<file path="src/rtl/mul_seq_ctrl_if.sv">
// Handshake and writeback bundle between the execute stage and the
// multi-cycle multiply sequencer.
interface mul_seq_ctrl_if #(
  parameter int WIDTH = 32,
  parameter int RADDR = 5
);
  logic             valid_in;
  logic             start;
  logic [WIDTH-1:0] op_a;
  logic [WIDTH-1:0] op_b;
  logic [RADDR-1:0] rd_in;
  logic             flush;
  logic             stall;
  logic             busy;
  logic             wb_valid;
  logic [RADDR-1:0] wb_rd;
  logic [WIDTH-1:0] wb_data;

  modport master (
    output valid_in, start, op_a, op_b, rd_in, flush,
    input  stall, busy, wb_valid, wb_rd, wb_data
  );

  modport slave (
    input  valid_in, start, op_a, op_b, rd_in, flush,
    output stall, busy, wb_valid, wb_rd, wb_data
  );
endinterface

</file>
<file path="src/rtl/mul_seq_ctrl.sv">
// Multi-cycle shift-add multiply sequencer for the R-type mul instruction.
// Accepts a decoded start strobe, stalls the front of the pipeline for the
// fixed iteration count, then presents a one-cycle register-file writeback
// of the low WIDTH product bits.
module mul_seq_ctrl #(
  parameter int WIDTH = 32,
  parameter int RADDR = 5
) (
  input  logic           clk,
  input  logic           rst_n,
  mul_seq_ctrl_if.slave  bus
);

  localparam int CW = $clog2(WIDTH) + 1;

  localparam logic [1:0] ST_IDLE = 2'd0;
  localparam logic [1:0] ST_RUN  = 2'd1;
  localparam logic [1:0] ST_DONE = 2'd2;

  localparam logic [CW-1:0] CNT_LAST = CW'(WIDTH - 1);
  localparam logic [CW-1:0] CNT_ONE  = {{(CW-1){1'b0}}, 1'b1};

  logic [1:0]         state_r;
  logic [1:0]         next_state_s;
  logic [2*WIDTH-1:0] mcand_r;
  logic [WIDTH-1:0]   mplier_r;
  logic [2*WIDTH-1:0] acc_r;
  logic [2*WIDTH-1:0] acc_sum_s;
  logic [CW-1:0]      cnt_r;
  logic [RADDR-1:0]   rd_q_r;
  logic               accept_s;
  logic               last_iter_s;
  logic               stall_s;
  logic               busy_r;
  logic               wb_valid_r;
  logic [RADDR-1:0]   wb_rd_r;
  logic [WIDTH-1:0]   wb_data_r;

  assign accept_s    = bus.valid_in & bus.start & ~bus.flush;
  assign last_iter_s = (cnt_r == CNT_LAST);
  // Carry out of the 2*WIDTH accumulator is intentionally dropped.
  assign acc_sum_s   = acc_r + (mplier_r[0] ? mcand_r : {(2*WIDTH){1'b0}});

  // Next-state selection; flush in RUN beats the final iteration.
  always_comb begin
    next_state_s = state_r;
    case (state_r)
      ST_IDLE: begin
        if (accept_s) next_state_s = ST_RUN;
        else          next_state_s = ST_IDLE;
      end
      ST_RUN: begin
        if (bus.flush)        next_state_s = ST_IDLE;
        else if (last_iter_s) next_state_s = ST_DONE;
        else                  next_state_s = ST_RUN;
      end
      ST_DONE: next_state_s = ST_IDLE;
      default: next_state_s = ST_IDLE;
    endcase
  end

  // Pipeline hold: raised in the accept cycle and through RUN, dropped by flush
  // and forced low while reset is asserted.
  always_comb begin
    stall_s = 1'b0;
    if (!rst_n) begin
      stall_s = 1'b0;
    end else if (state_r == ST_RUN) begin
      stall_s = ~bus.flush;
    end else if (state_r == ST_IDLE) begin
      stall_s = accept_s;
    end else begin
      stall_s = 1'b0;
    end
  end

  // State, datapath iteration and registered writeback outputs.
  always_ff @(posedge clk or negedge rst_n) begin
    if (!rst_n) begin
      state_r    <= ST_IDLE;
      mcand_r    <= '0;
      mplier_r   <= '0;
      acc_r      <= '0;
      cnt_r      <= '0;
      rd_q_r     <= '0;
      busy_r     <= 1'b0;
      wb_valid_r <= 1'b0;
      wb_rd_r    <= '0;
      wb_data_r  <= '0;
    end else begin
      state_r    <= next_state_s;
      busy_r     <= (next_state_s != ST_IDLE);
      wb_valid_r <= 1'b0;
      case (state_r)
        ST_IDLE: begin
          if (accept_s) begin
            mcand_r  <= {{WIDTH{1'b0}}, bus.op_a};
            mplier_r <= bus.op_b;
            acc_r    <= '0;
            cnt_r    <= '0;
            rd_q_r   <= bus.rd_in;
          end
        end
        ST_RUN: begin
          if (!bus.flush) begin
            acc_r    <= acc_sum_s;
            mcand_r  <= mcand_r << 1;
            mplier_r <= mplier_r >> 1;
            cnt_r    <= cnt_r + CNT_ONE;
            if (last_iter_s) begin
              wb_data_r  <= acc_sum_s[WIDTH-1:0];
              wb_rd_r    <= rd_q_r;
              wb_valid_r <= (rd_q_r != '0);
            end
          end
        end
        ST_DONE: begin
          // start still belongs to the held instruction; nothing to load.
          wb_valid_r <= 1'b0;
        end
        default: begin
          wb_valid_r <= 1'b0;
        end
      endcase
    end
  end

  assign bus.stall    = stall_s;
  assign bus.busy     = busy_r;
  assign bus.wb_valid = wb_valid_r;
  assign bus.wb_rd    = wb_rd_r;
  assign bus.wb_data  = wb_data_r;

endmodule

</file>
<file path="src/flat_wrapper.sv">
// flat-port wrapper written by rule: the top's interface ports become plain ports
module mul_seq_ctrl_flat 
#(
  parameter int WIDTH = 32,
  parameter int RADDR = 5
)
  (clk, rst_n, bus_valid_in, bus_start, bus_op_a, bus_op_b, bus_rd_in, bus_flush, bus_stall, bus_busy, bus_wb_valid, bus_wb_rd, bus_wb_data);
  mul_seq_ctrl_if #(.WIDTH(WIDTH), .RADDR(RADDR)) bus_i ();
  input  logic clk;
  input  logic rst_n;
  input wire logic [$bits(bus_i.valid_in)-1:0] bus_valid_in;
  input wire logic [$bits(bus_i.start)-1:0] bus_start;
  input wire logic [$bits(bus_i.op_a)-1:0] bus_op_a;
  input wire logic [$bits(bus_i.op_b)-1:0] bus_op_b;
  input wire logic [$bits(bus_i.rd_in)-1:0] bus_rd_in;
  input wire logic [$bits(bus_i.flush)-1:0] bus_flush;
  output wire logic [$bits(bus_i.stall)-1:0] bus_stall;
  output wire logic [$bits(bus_i.busy)-1:0] bus_busy;
  output wire logic [$bits(bus_i.wb_valid)-1:0] bus_wb_valid;
  output wire logic [$bits(bus_i.wb_rd)-1:0] bus_wb_rd;
  output wire logic [$bits(bus_i.wb_data)-1:0] bus_wb_data;
  assign bus_i.valid_in = bus_valid_in;
  assign bus_i.start = bus_start;
  assign bus_i.op_a = bus_op_a;
  assign bus_i.op_b = bus_op_b;
  assign bus_i.rd_in = bus_rd_in;
  assign bus_i.flush = bus_flush;
  assign bus_stall = bus_i.stall;
  assign bus_busy = bus_i.busy;
  assign bus_wb_valid = bus_i.wb_valid;
  assign bus_wb_rd = bus_i.wb_rd;
  assign bus_wb_data = bus_i.wb_data;
  mul_seq_ctrl #(.WIDTH(WIDTH), .RADDR(RADDR)) u_core (.clk(clk), .rst_n(rst_n), .bus(bus_i));
endmodule
</file>
<file path="config.mk">
export PLATFORM = sky130hd
export DESIGN_NAME = mul_seq_ctrl_flat
export DESIGN_NICKNAME = d
export VERILOG_FILES = /design/src/rtl/mul_seq_ctrl_if.sv /design/src/rtl/mul_seq_ctrl.sv /design/src/flat_wrapper.sv
export SDC_FILE = /design/constraint.sdc
export NUM_CORES = 1
export LEC_CHECK = 0
export CAP_MARGIN = 5
export CORE_AREA = 8 8 116 145
export DETAILED_ROUTE_END_ITERATION = 10
export DIE_AREA = 0 0 124 153
export GPL_ROUTABILITY_DRIVEN = 0
export GPL_TIMING_DRIVEN = 0
export PLACE_DENSITY = 0.86
export SYNTH_ARGS = -nofsm -noshare
export SYNTH_HDL_FRONTEND = slang
export SYNTH_SLANG_ARGS = --single-unit
</file>
<file path="constraint.sdc">
create_clock -name clk -period 3.5 [get_ports clk]
set_clock_uncertainty 0.2 [all_clocks]
set_input_delay 0.875 -clock clk [delete_from_list [all_inputs] [get_ports clk]]
set_output_delay 0.875 -clock clk [all_outputs]
set_load 0.05 [all_outputs]
</file>
Word-level counts from Yosys, hierarchy flattened
Index checks and enable logic that the tools add are counted.
Word-level totals
  input bits: 74
  output and inout bits: 40
  bits in registers: 212
  logic and storage cells: 49
Operators by class
  $add $sub $neg: 2
  multiplexer cells: 23
  bitwise operators: 3
  equality and inequality tests: 4
  reductions and logical operators: 7
Operators with widths (count)
  $mux W64: 5
  $pmux W64 S2: 2
  $add A64 B64 Y64: 1
  $mux W32: 2
  $pmux W32 S2: 1
  $mux W6: 2
  $pmux W6 S2: 1
  $mux W1: 7
  $add A6 B1 Y6 const B: 1
  $eq A6 B5 Y1 const B: 1
  $reduce_and A3 Y1: 2
  $reduce_bool A5 Y1: 1
  $mux W2: 2
  $pmux W2 S2: 1
  $reduce_bool A2 Y1: 2
  $and A1 B1 Y1: 2
  $eq A2 B1 Y1 const B: 1
  $logic_not A2 Y1: 1
  $ne A2 B1 Y1 const B: 1
  $ne A2 B2 Y1 const B: 1
  $reduce_and A2 Y1: 1
  $not A1 Y1: 1

Longest topological paths before layout
  depth in word-level cells: 5
  gate-level depth with buffers: 13
  mapped depth without buffers: 12

Worst setup path after synthesis
OpenSTA, ideal clock, no wires.
  kind: input to output
  from: input bus_flush
  to: output bus_stall
  arrival: 2.339 ns
  cell stages on the path: 5
  path slack: 0.086 ns
  buffers on the path: 1
  cells stage by stage: nor4_1 nor2_1 clkbuf_1 inv_1 and2_1
Between the ends
  word-level cells in the longest chain between the ends: 5
Ends and longest elaborated chain
  start, declared: line flat_wrapper.sv:16  | input wire logic [$bits(bus_i.flush)-1:0] bus_flush;
  $not A1 Y1 (no source line) *
  $and A1 B1 Y1: line mul_seq_ctrl.sv:39  | assign accept_s = bus.valid_in & bus.start & ~bus.flush;
  $mux W1: line mul_seq_ctrl.sv:70  | end else if (state_r == ST_IDLE) begin
  $mux W1 *: line mul_seq_ctrl.sv:68  | end else if (state_r == ST_RUN) begin
  $mux W1 *: line mul_seq_ctrl.sv:66  | if (!rst_n) begin
  end, declared: line flat_wrapper.sv:17  | output wire logic [$bits(bus_i.stall)-1:0] bus_stall;
Mark *: on every way between the ends. The rest lies on a longest branch, timed or not.

Worst setup path after layout
  from: input bus_valid_in
  to: output bus_stall
Between the ends
  word-level cells in the longest chain between the ends: 5
Ends and longest elaborated chain
  start, declared: line flat_wrapper.sv:11  | input wire logic [$bits(bus_i.valid_in)-1:0] bus_valid_in;
  $and A1 B1 Y1 (2 in a row): line mul_seq_ctrl.sv:39
  $mux W1: line mul_seq_ctrl.sv:70
  $mux W1: line mul_seq_ctrl.sv:68
  $mux W1: line mul_seq_ctrl.sv:66
Every way passes these cells.

==> impl_metrics.py <==
metrics = {
    "drt": {
        "ant_nets": 0,
        "viasPerCell": 5.77,
        "routed_wl_um": 20800,
        "drtIter0Drc": 459,
        "drc": 0,
        "routedWlPerCell_um": 17.8,
        "firstDrtPassIters": 5,
        "vias": 6732,
    },
    "timing": {
        "finalSetupViolations": 0,
        "post-route-period-util": 0.983,
        "drv_slew": 0,
        "fin_crit_ps": 3440,
        "slew_headroom": 0.424,
        "worst_slack_ps": 58.4,
        "setup_tns_ps": 0,
        "worst_pin_slew_ps": 864,
        "hold_violations": 0,
        "fmax_mhz": 291,
    },
    "clock_tree": {
        "cts_buffer_depth": 2,
        "insertion_delay_ps": 430,
        "clock-sinks": 148,
        "cts_buffers": 17,
        "cts_hold_buf": 0,
        "h-tree-depth": 4,
        "cts.clk_slew.worst_paths_ps": 60,
        "cts_tree": "yes",
        "root_buffer": "clkbuf_16",
    },
    "finish": {
        "drive_gt1_frac": 0.104,
        "areaGrowthSynthToFinish_pct": 28.2,
        "nets": 1077,
        "stdcell_count": 1166,
    },
    "yosys": {
        "postSynthCellCount": 823,
        "synth_common_cells": "nand2_1 (193), dfrtp_1 (148), o21ai_0 (73)",
        "synth_nets": 930,
        "synth.most_common_cell": "nand2_1",
        "synth_top_area_frac": 0.473,
        "synth.area.top_cells": "dfrtp_1 (47%), nand2_1 (9.3%), ha_1 (5.1%)",
        "synth_cell_type_count": 58,
        "synthFlopType": "dfrtp_1",
        "yosysWarnings": 0,
        "synth-edff-count": 0,
        "syn-cell-area_sq_um": 7830,
        "avgSynthCellArea_sq_um": 9.51,
        "ys_ff_latch": 148,
        "synth_area_leader_cell": "dfrtp_1",
        "async_flop_share": 1.00,
        "yosysSeqAreaShare": 0.473,
    },
    "floorplanning": {
        "num_rows": 50,
        "die_y_um": 153,
        "dieArea_sq_um": 19000,
        "start_util": 0.535,
        "coreArea_sq_um": 14600,
        "ios": 114,
        "dieWidth_um": 124,
    },
    "power_and_ir_drop": {
        "switching_share": 0.332,
        "power_density_nw_per_um2": 562,
        "clkPwrFrac": 0.327,
        "comb_power_share": 0.270,
        "p_seq_frac": 0.403,
        "p_switching_uw": 1870,
        "leakagePower_uw": 0.00471,
        "p_int_uw": 3770,
        "vdd_drop_max_mv": 0.313,
        "p_total_uw": 5640,
    },
    "place": {
        "dp_hpwl_um": 15300,
        "preCtsSetupSlack_ps": -1540,
        "dp_cells": 1119,
        "port_buffers": 113,
    },
    "setup_path": {
        "critPathKind": "in -> out",
        "worstPathRequired_ps": 2420,
        "r2r-start": "u_core.mplier_r[0]",
        "worstSetupStartpointType": "input pin",
        "worstPathMaxFanout": 3,
        "cp-end-kind": "output port",
        "crit_start": "bus_valid_in",
        "critPathArrivalTime_ps": 2370,
    },
    "global_route": {
        "grt_overflow": 0,
        "grt_max_degree": 77,
        "antenna_found_initial": 1,
        "grt_pass1_vias": 6818,
        "grt_pass1_wl_um": 33600,
        "grt.total_usage": 0.224,
    },
    "run": {
        "cap_violations": 0,
    },
    "hold_path": {
        "worstHoldPathType": "in -> async",
    },
    "status": {
        "status": "completed",
    },
}
## power groups by stage
stage               sequential, uW  clock, uW  combinational (uW)
global route                  2310       1940                1690
floorplan                     2220          0                1040
finish                        2270       1850                1520
global placement              2280          0                1390
CTS                           2270       1870                1470
detailed placement            2290          0                1440
## routing by layer
metal	part of all wire	track usage	up-vias
li1	-	-	3202
met1	0.40	0.266	3264
met2	0.51	0.371	217
met3	0.065	0.0590	49
met4	0.030	0.0972	0
met5	0	0	-
## final timing paths
| check | cells past startpoint | slack [ps] | endpoint |
|---|---|---|---|
| max in group asynchronous | 2 | 2060 | u_core.acc_r[22] |
| max | 8 | 60 | bus_stall |
| min reg2reg | 2 | 280 | u_core.mplier_r[22] |
| min | 1 | 240 | u_core.mplier_r[25] |
| max reg2reg | 12 | 120 | u_core.bus.wb_data[31] |
| min in group clk | 2 | 280 | u_core.mplier_r[22] |
## sequential cells by signal, summed over array words and instances (netlist names)
register             cells
u_core.acc_r            32
u_core.mplier_r         32
u_core.mcand_r          32
u_core.bus.wb_valid      1
u_core.bus.busy          1
u_core.bus.wb_data      32
u_core.bus.wb_rd         5
u_core.cnt_r             6
u_core.rd_q_r            5
u_core.state_r           2
## cells by family after synthesis
| group | share of synthesized area |
|---|---|
| mux | 0.0584 |
| buf+inv | 0.0270 |
| flops | 0.473 |
| simple gates | 0.156 |
| xor+xnor | 0.0366 |
| compound gates | 0.195 |
| fa+ha+maj | 0.0537 |
## area by class of cell
class	count	area [sq um]
clock inverter	13	148
antenna	1	2.50
buffer	45	190
inverter	11	41.3
fill	1106	4610
tap	182	228
timing repair buffer	128	1270
multi-input combinational	619	3990
sequential	148	3700
clock buffer	19	453
## repair_timing
action / 4_1_cts / 5_1_grt
gates cloned: 0 / 0
setup endpoints to repair: 14 / 13
gates resized for setup: 22 / 19
setup buffers: 4 / 10
pin swaps: 5 / 13
## worst max-delay path, cell delays in order
cell,delay [ps]
clkdlybuf4s50_1,470
nand2_2,80
nor4_4,360
nor2_4,90
clkbuf_8,150
inv_2,50
and2_4,140
buf_8,140
## layout by cell type (no fill, tap or decap), types with 4 or more instances in the layout
cell type / synthesis / final
clkbuf_16: 0 / 17
clkbuf_1: 39 / 35
ha_1: 32 / 30
dfrtp_1: 148 / 147
a22o_1: 7 / 7
o21ai_1: 9 / 8
a22oi_1: 32 / 32
buf_1: 5 / 5
a21oi_2: 5 / 6
xor2_1: 12 / 12
a21o_1: 16 / 16
inv_1: 10 / 9
clkinvlp_4: 0 / 4
o21bai_1: 9 / 9
buf_4: 0 / 14
nand2_1: 193 / 192
xnor2_1: 18 / 18
o22ai_1: 21 / 21
o21ai_0: 73 / 73
nand4_1: 8 / 8
nor2_1: 18 / 16
mux2i_1: 31 / 31
a21oi_1: 37 / 36
and2_1: 34 / 33
clkdlybuf4s50_1: 0 / 110
mux2_2: 13 / 13
## stage by stage
step	utilization	hold slack [ps]	area (sq um)
finish	0.685	238	10000
global route	0.685	302	10000
CTS	0.676	279	9890
detailed placement	0.629	262	9210
global placement	0.627	259	9180
floorplan	-	247	7830
(Power assumes the default switching activity.)
